File: src/rtl/boreal_gate_monitor.sv
// -----------------------------------------------------------------------------
// boreal_gate_monitor
// Passive rule checker for NCH gate FSM channels. Each cycle it evaluates five
// rules per enabled channel and records the results one clock later.
//   R0 COMMIT reached while uncommitted with a privilege request pending
//   R1 nonce went backwards relative to the previous cycle
//   R2 LEDGER state without ledger write enable
//   R3 RESPOND state without actuator ready
//   R4 illegal state transition (history-based)
// Results are sticky per channel/rule, counted (saturating), and the first
// violation (lowest channel, then lowest rule) is captured.
//
// Configuration macro: BOREAL_MON_NONCE_WRAP_EN
//   defined   -> a nonce step from all-ones to zero is a legal wrap (no R1)
//   undefined -> that step raises R1 like any other decrease
//
// Ports
//   clk             in   sole clock, rising edge
//   rst             in   asynchronous active-high reset
//   mon_en          in   [NCH]          per-channel monitor enable
//   mon_state       in   [NCH*3]        gate state, channel c at [3c+2:3c]
//   mon_committed   in   [NCH]          gate committed flag
//   mon_priv_req    in   [NCH]          privilege request
//   mon_ledger_wr_en in  [NCH]          ledger write enable
//   mon_act_ready   in   [NCH]          actuator ready
//   mon_nonce       in   [NCH*NONCE_W]  per-channel nonce counter
//   clr             in   synchronous clear of recorded results
//   viol_sticky     out  [NCH*5]        sticky flags, channel c at [5c+4:5c]
//   viol_count      out  [CNT_W]        saturating count of violating cycles
//   first_valid     out  first violation captured
//   first_ch        out  [4]            channel of first violation
//   first_rule      out  [3]            rule of first violation
//   irq             out  registered OR of viol_sticky
// -----------------------------------------------------------------------------
module boreal_gate_monitor #(
    parameter int NCH     = 4,
    parameter int NONCE_W = 32,
    parameter int CNT_W   = 16
) (
    input  logic                   clk,
    input  logic                   rst,
    input  logic [NCH-1:0]         mon_en,
    input  logic [NCH*3-1:0]       mon_state,
    input  logic [NCH-1:0]         mon_committed,
    input  logic [NCH-1:0]         mon_priv_req,
    input  logic [NCH-1:0]         mon_ledger_wr_en,
    input  logic [NCH-1:0]         mon_act_ready,
    input  logic [NCH*NONCE_W-1:0] mon_nonce,
    input  logic                   clr,
    output logic [NCH*5-1:0]       viol_sticky,
    output logic [CNT_W-1:0]       viol_count,
    output logic                   first_valid,
    output logic [3:0]             first_ch,
    output logic [2:0]             first_rule,
    output logic                   irq
);

    typedef enum logic [2:0] {
        ST_IDLE    = 3'd0,
        ST_CHECK   = 3'd1,
        ST_CLAMP   = 3'd2,
        ST_COMMIT  = 3'd3,
        ST_LEDGER  = 3'd4,
        ST_RESPOND = 3'd5
    } gate_state_e;

    // Legal transition table; encodings 6/7 never appear in a legal pair.
    function automatic logic trans_legal(input logic [2:0] prev_st, input logic [2:0] cur_st);
        logic legal;
        case (prev_st)
            ST_IDLE:    legal = (cur_st == ST_IDLE)   || (cur_st == ST_CHECK);
            ST_CHECK:   legal = (cur_st == ST_CHECK)  || (cur_st == ST_CLAMP) || (cur_st == ST_COMMIT);
            ST_CLAMP:   legal = (cur_st == ST_CLAMP)  || (cur_st == ST_COMMIT);
            ST_COMMIT:  legal = (cur_st == ST_LEDGER) || (cur_st == ST_RESPOND);
            ST_LEDGER:  legal = (cur_st == ST_RESPOND);
            ST_RESPOND: legal = (cur_st == ST_IDLE);
            default:    legal = 1'b0;
        endcase
        return legal;
    endfunction

    logic [NCH*5-1:0] fire_s;

    genvar g;
    generate
        for (g = 0; g < NCH; g++) begin : g_ch
            logic [2:0]         cur_st_s;
            logic [NONCE_W-1:0] cur_nonce_s;
            logic               nonce_dec_s;
            logic               past_valid_q;
            logic [2:0]         prev_state_q;
            logic [NONCE_W-1:0] prev_nonce_q;

            assign cur_st_s    = mon_state[3*g +: 3];
            assign cur_nonce_s = mon_nonce[NONCE_W*g +: NONCE_W];

`ifdef BOREAL_MON_NONCE_WRAP_EN
            // An all-ones to zero step is the counter wrapping, not a rollback.
            assign nonce_dec_s = (cur_nonce_s < prev_nonce_q) &&
                                 !((&prev_nonce_q) && (cur_nonce_s == '0));
`else
            assign nonce_dec_s = (cur_nonce_s < prev_nonce_q);
`endif

            assign fire_s[5*g + 0] = mon_en[g] && (cur_st_s == ST_COMMIT) &&
                                     !mon_committed[g] && mon_priv_req[g];
            assign fire_s[5*g + 1] = mon_en[g] && past_valid_q && nonce_dec_s;
            assign fire_s[5*g + 2] = mon_en[g] && (cur_st_s == ST_LEDGER) && !mon_ledger_wr_en[g];
            assign fire_s[5*g + 3] = mon_en[g] && (cur_st_s == ST_RESPOND) && !mon_act_ready[g];
            assign fire_s[5*g + 4] = mon_en[g] && past_valid_q &&
                                     !trans_legal(prev_state_q, cur_st_s);

            // Per-channel history; history is only trusted after one enabled cycle.
            always_ff @(posedge clk or posedge rst) begin
                if (rst) begin
                    past_valid_q <= 1'b0;
                    prev_state_q <= ST_IDLE;
                    prev_nonce_q <= '0;
                end else begin
                    past_valid_q <= mon_en[g];
                    prev_state_q <= cur_st_s;
                    prev_nonce_q <= cur_nonce_s;
                end
            end
        end
    endgenerate

    logic [NCH*5-1:0] sticky_q, sticky_d;
    logic [CNT_W-1:0] count_q, count_d, count_base_s;
    logic             first_valid_q, first_valid_d;
    logic [3:0]       first_ch_q, first_ch_d, sel_ch_s;
    logic [2:0]       first_rule_q, first_rule_d, sel_rule_s;
    logic             irq_q, irq_d;
    logic             any_fire_s;

    // Result update: clear first, then layer this cycle's violations on top.
    always_comb begin
        any_fire_s   = |fire_s;
        sticky_d     = (clr ? '0 : sticky_q) | fire_s;
        count_base_s = clr ? '0 : count_q;
        if (any_fire_s && (count_base_s != {CNT_W{1'b1}})) begin
            count_d = count_base_s + CNT_W'(1);
        end else begin
            count_d = count_base_s;
        end

        // Scan from the top so the lowest channel/rule is the last one written.
        sel_ch_s   = 4'd0;
        sel_rule_s = 3'd0;
        for (int c = NCH - 1; c >= 0; c--) begin
            for (int r = 4; r >= 0; r--) begin
                sel_ch_s   = fire_s[5*c + r] ? c[3:0] : sel_ch_s;
                sel_rule_s = fire_s[5*c + r] ? r[2:0] : sel_rule_s;
            end
        end

        if (!(clr ? 1'b0 : first_valid_q) && any_fire_s) begin
            first_valid_d = 1'b1;
            first_ch_d    = sel_ch_s;
            first_rule_d  = sel_rule_s;
        end else if (clr) begin
            first_valid_d = 1'b0;
            first_ch_d    = 4'd0;
            first_rule_d  = 3'd0;
        end else begin
            first_valid_d = first_valid_q;
            first_ch_d    = first_ch_q;
            first_rule_d  = first_rule_q;
        end

        irq_d = |sticky_d;
    end

    // Result registers.
    always_ff @(posedge clk or posedge rst) begin
        if (rst) begin
            sticky_q      <= '0;
            count_q       <= '0;
            first_valid_q <= 1'b0;
            first_ch_q    <= 4'd0;
            first_rule_q  <= 3'd0;
            irq_q         <= 1'b0;
        end else begin
            sticky_q      <= sticky_d;
            count_q       <= count_d;
            first_valid_q <= first_valid_d;
            first_ch_q    <= first_ch_d;
            first_rule_q  <= first_rule_d;
            irq_q         <= irq_d;
        end
    end

    assign viol_sticky = sticky_q;
    assign viol_count  = count_q;
    assign first_valid = first_valid_q;
    assign first_ch    = first_ch_q;
    assign first_rule  = first_rule_q;
    assign irq         = irq_q;

endmodule

File: config.mk
export PLATFORM = sky130hd
export DESIGN_NAME = boreal_gate_monitor
export DESIGN_NICKNAME = d
export VERILOG_FILES = /design/src/rtl/boreal_gate_monitor.sv
export SDC_FILE = /design/constraint.sdc
export NUM_CORES = 1
export LEC_CHECK = 0
export CORE_MARGIN = 3
export CORE_UTILIZATION = 48
export CTS_BUF_LIST = sky130_fd_sc_hd__clkbuf_8
export DETAILED_ROUTE_END_ITERATION = 6
export PLACE_DENSITY = 0.83
export SLEW_MARGIN = 30
export SYNTH_ARGS = -nofsm -noshare
export SYNTH_HDL_FRONTEND = slang
export SYNTH_SLANG_ARGS = --single-unit
File: constraint.sdc
create_clock -name clk -period 6.5 [get_ports clk]
set_input_delay 1.3 -clock clk [delete_from_list [all_inputs] [get_ports clk]]
set_output_delay 1.3 -clock clk [all_outputs]
set_load 0.02 [all_outputs]
==> impl_results.md <==
* Post-synthesis sequential area ratio at 0.500
* Hold WC Path Type: register to register
* # IOs at 208
* Die ar. at 0.0212 mm2
* Crit path max-delay cell type: or4_1
* Post-Synthesis Mean Instance Area at 10.5 um2
* 1st-iter DRT viols at 275
* Initial Utilization at 0.494
* Clock skew at 15.1 ps
* ANT nets after route at 0
* HP Start: viol_count[14]$_DFF_PP0_
* Hold-fix buffers, CTS at 0
* Psw at 0.717 mW
* RSZ-0062 raised after global routing: false
* Compound-Gate Fraction of Synth Area at 0.133
* Critical path buffers and inverters at 2
* Crit path kind: input pin to register
* Antenna diodes at 0
* Final slew viol count at 0
* Pin count of the biggest net entering global routing at 151
* Final WL at 21,700 um
* Residual DRC count at 0
* Fin. Hold Viols at 0
* Core area at 0.0190 mm2
* Max FO, Critical Path at 13
* CTS root buffer: clkbuf_8
* Nets@finish at 1,398
* Final Cycle Share at 0.726
* Total power at 2.54 mW
* Hold path endpoint: viol_count[14]$_DFF_PP0_
* H-tree levels at 4
* Post-synth EDFFs at 0
* Outcome: complete, no violations
* P&R area growth vs syn at 29.7%
* Post-synthesis xor/xnor area fraction at 0.00655
* Max-Slew Margin vs Limit at 0.475
* Mux share of post-synthesis cell area at 0.00227
* Leak at 5.83 nW
* Final setup fails at 0
* Global placement routability congestion at 0.925
* Sw Share at 0.282
* Initial antenna violation count at 0
* CP Launch Type: input pin
* P per Cell Area at 210 mW/mm2
* CTS tree: done
* Achievable frequency at 212 MHz
* R2R cell count at 11
* Stages on the worst setup path at 11
* Die X-Extent at 146 um
* Most frequent cells in the layout: 205 x clkdlybuf4s50_1, 187 x dfrtp_1, 143 x inv_1
* Die Ht at 146 um
* Post-Syn Area at 0.00936 mm2
* RR Startpoint: g_ch[1].prev_nonce_q[26]$_DFF_PP0_
* Worst path max stage delay at 660 ps
* Most common flop cell mapped by yosys: dfrtp_1
* Clock Path Buffers at 2
* WP data required at 6860 ps
* Clk sinks at 187
* Most common cell after layout, fill and taps aside: clkdlybuf4s50_1
* Fraction of layout cells with a size suffix above 1 at 0.0516
* Number of global-route vias before repair at 7,482
* Grt ovf at 0
* Via count at 7,145
* Internal power at 1.83 mW
* Hold Path Stages at 1
* VDD IR max at 0.000168 V
* Register bit total from synthesis at 187
* Syn Inst Count at 889
* Ys Warns at 0
* Reg2reg end: viol_count[1]$_DFF_PP0_
* Setup TNS at 0 ps
* Post-synth ARST share at 1.00
* Total CTS buffers at 17
* Largest family of logic cells by synthesized area: adder cells
* Post-Synth Simple-Gate Area at 0.126
* Avg Vias per Cell at 5.17
* Final Core Density at 0.640
* Clk pwr share at 0.317
* # resized after CTS at 0
* Tmin final at 4720 ps
* Final HPWL DP at 17,000 um
* DR WL/cell at 15.7 um
* Drt first pass iters at 5
* CP cell instances: clkdlybuf4s50_1, ha_1, nand4_1, nor4_1, nand2_1, a311oi_1, nor3_1, or4_1, o31ai_4, buf_6, mux2_2
* Global Route Usage Sum at 0.210
* Port Buffers at 205
* Post-placement cell count at 1,350
* First-pass GRT wire length at 36,300 um
* Adder-cell share of the synthesized area at 0.167
* Setup repair bufs after CTS at 0
* Reg power frac at 0.497
* Synth cell types at 64
* Clk slew on worst S/H paths at 100 ps
* Delay-heaviest family, CP: simple AND/OR/NAND/NOR gates
* Skew-Pair Late Insertion Delay at 470 ps
* Comb pwr share at 0.186
* Arrival @ worst endpoint at 5080 ps
* Crit end category: register
* Non-Filler Instances at 1,383
* Row count at 50
* Tightest Pin Transition at 782 ps
* Reg2Reg Setup Slack at 2680 ps
* Max-cap violations at 0
-- per-layer routing --
metal  up-vias  routed length [um]  global-route usage
met5         -                   0                   0
met4         0                 592              0.0679
met3        37                1510              0.0660
met2       210               10400               0.351
met1      3351                9280               0.261
li1       3547                   -                   -
-- flip-flops by register name, summed over array words and instances (netlist names) --
register           flops
first_valid            1
first_ch               2
g_ch.past_valid_q      4
irq                    1
viol_sticky           20
first_rule             3
viol_count            16
g_ch.prev_nonce_q    128
g_ch.prev_state_q     12
-- final cells by class --
type	instances	area [um2]
Tap cell	260	325
Inverter	144	553
Multi-Input combinational cell	551	4080
Sequential cell	187	4680
Timing Repair Buffer	209	2090
Fill cell	1516	6820
Clock buffer	18	248
Clock inverter	14	163
-- worst reg2reg max path, cell delays in order, from the launching register on --
cell and delay, ps:
dfrtp_1 340, inv_1 50, ha_1 320, nand4_1 190, nor4_1 510, nand2_1 90
a311oi_1 220, nor3_1 180, or4_1 660, o31ai_4 580, buf_6 250, mux2_2 340
-- how the worst max path moves through the flow --
stage / start / to / slack (ps)
6_report: mon_nonce[58] / viol_count[1]$_DFF_PP0_ / 1780
5_1_grt: mon_nonce[58] / viol_count[1]$_DFF_PP0_ / 1620
4_1_cts: mon_nonce[58] / viol_count[1]$_DFF_PP0_ / 1690
3_5_place_dp: mon_nonce[58] / viol_count[1]$_DFF_PP0_ / 1240
3_3_place_gp: mon_nonce[58] / viol_count[1]$_DFF_PP0_ / 1330
2_1_floorplan: rst / first_ch[0]$_DFFE_PP0P_ / 110
-- kinds of logic (layout without fill, tap and decap cells) --
family	count (synthesis)	in the layout
muxes	2	2
buffers and inverters	152	385
DFF	187	187
other	1	2
xor gates and xnor gates	7	7
adders and majority gates	125	125
AOI/OAI and AO/OA	194	194
and+or+nand+nor	221	221
-- synthesized netlist by cell type (all sizes together), types with 6 or more instances --
library cell / number / area, um2
a211oi: 12 / 90.1
a21o: 23 / 173
a21oi: 58 / 294
a31oi: 7 / 43.8
and3: 10 / 62.6
dfrtp: 187 / 4680
ha: 125 / 1560
inv: 143 / 537
nand2: 58 / 218
nand2b: 9 / 56.3
nand3: 30 / 150
nand4: 23 / 144
nor2: 26 / 105
nor2b: 15 / 93.8
nor3: 13 / 65.1
nor4: 6 / 37.5
o211ai: 9 / 67.6
o21ai: 53 / 288
o31ai: 6 / 58.8
or3: 10 / 70.1
-- power groups by stage --
stage          sequential (mW)  combinational (mW)  clock [mW]
2_1_floorplan             1.30               0.229           0
3_3_place_gp              1.28               0.459           0
3_5_place_dp              1.29               0.474           0
4_1_cts                   1.26               0.477       0.828
5_1_grt                   1.27               0.532       0.884
6_report                  1.26               0.474       0.806
-- through the flow --
step                setup slack (ps)  hold slack (ps)  cell area (um2)
CTS                             1690              521            12100
floorplan                        115              590             9360
global placement                1330              483            11700
global route                    1620              531            12100
finish                          1780              516            12100
detailed placement              1240              503            11700
(Power assumes the default switching activity.)
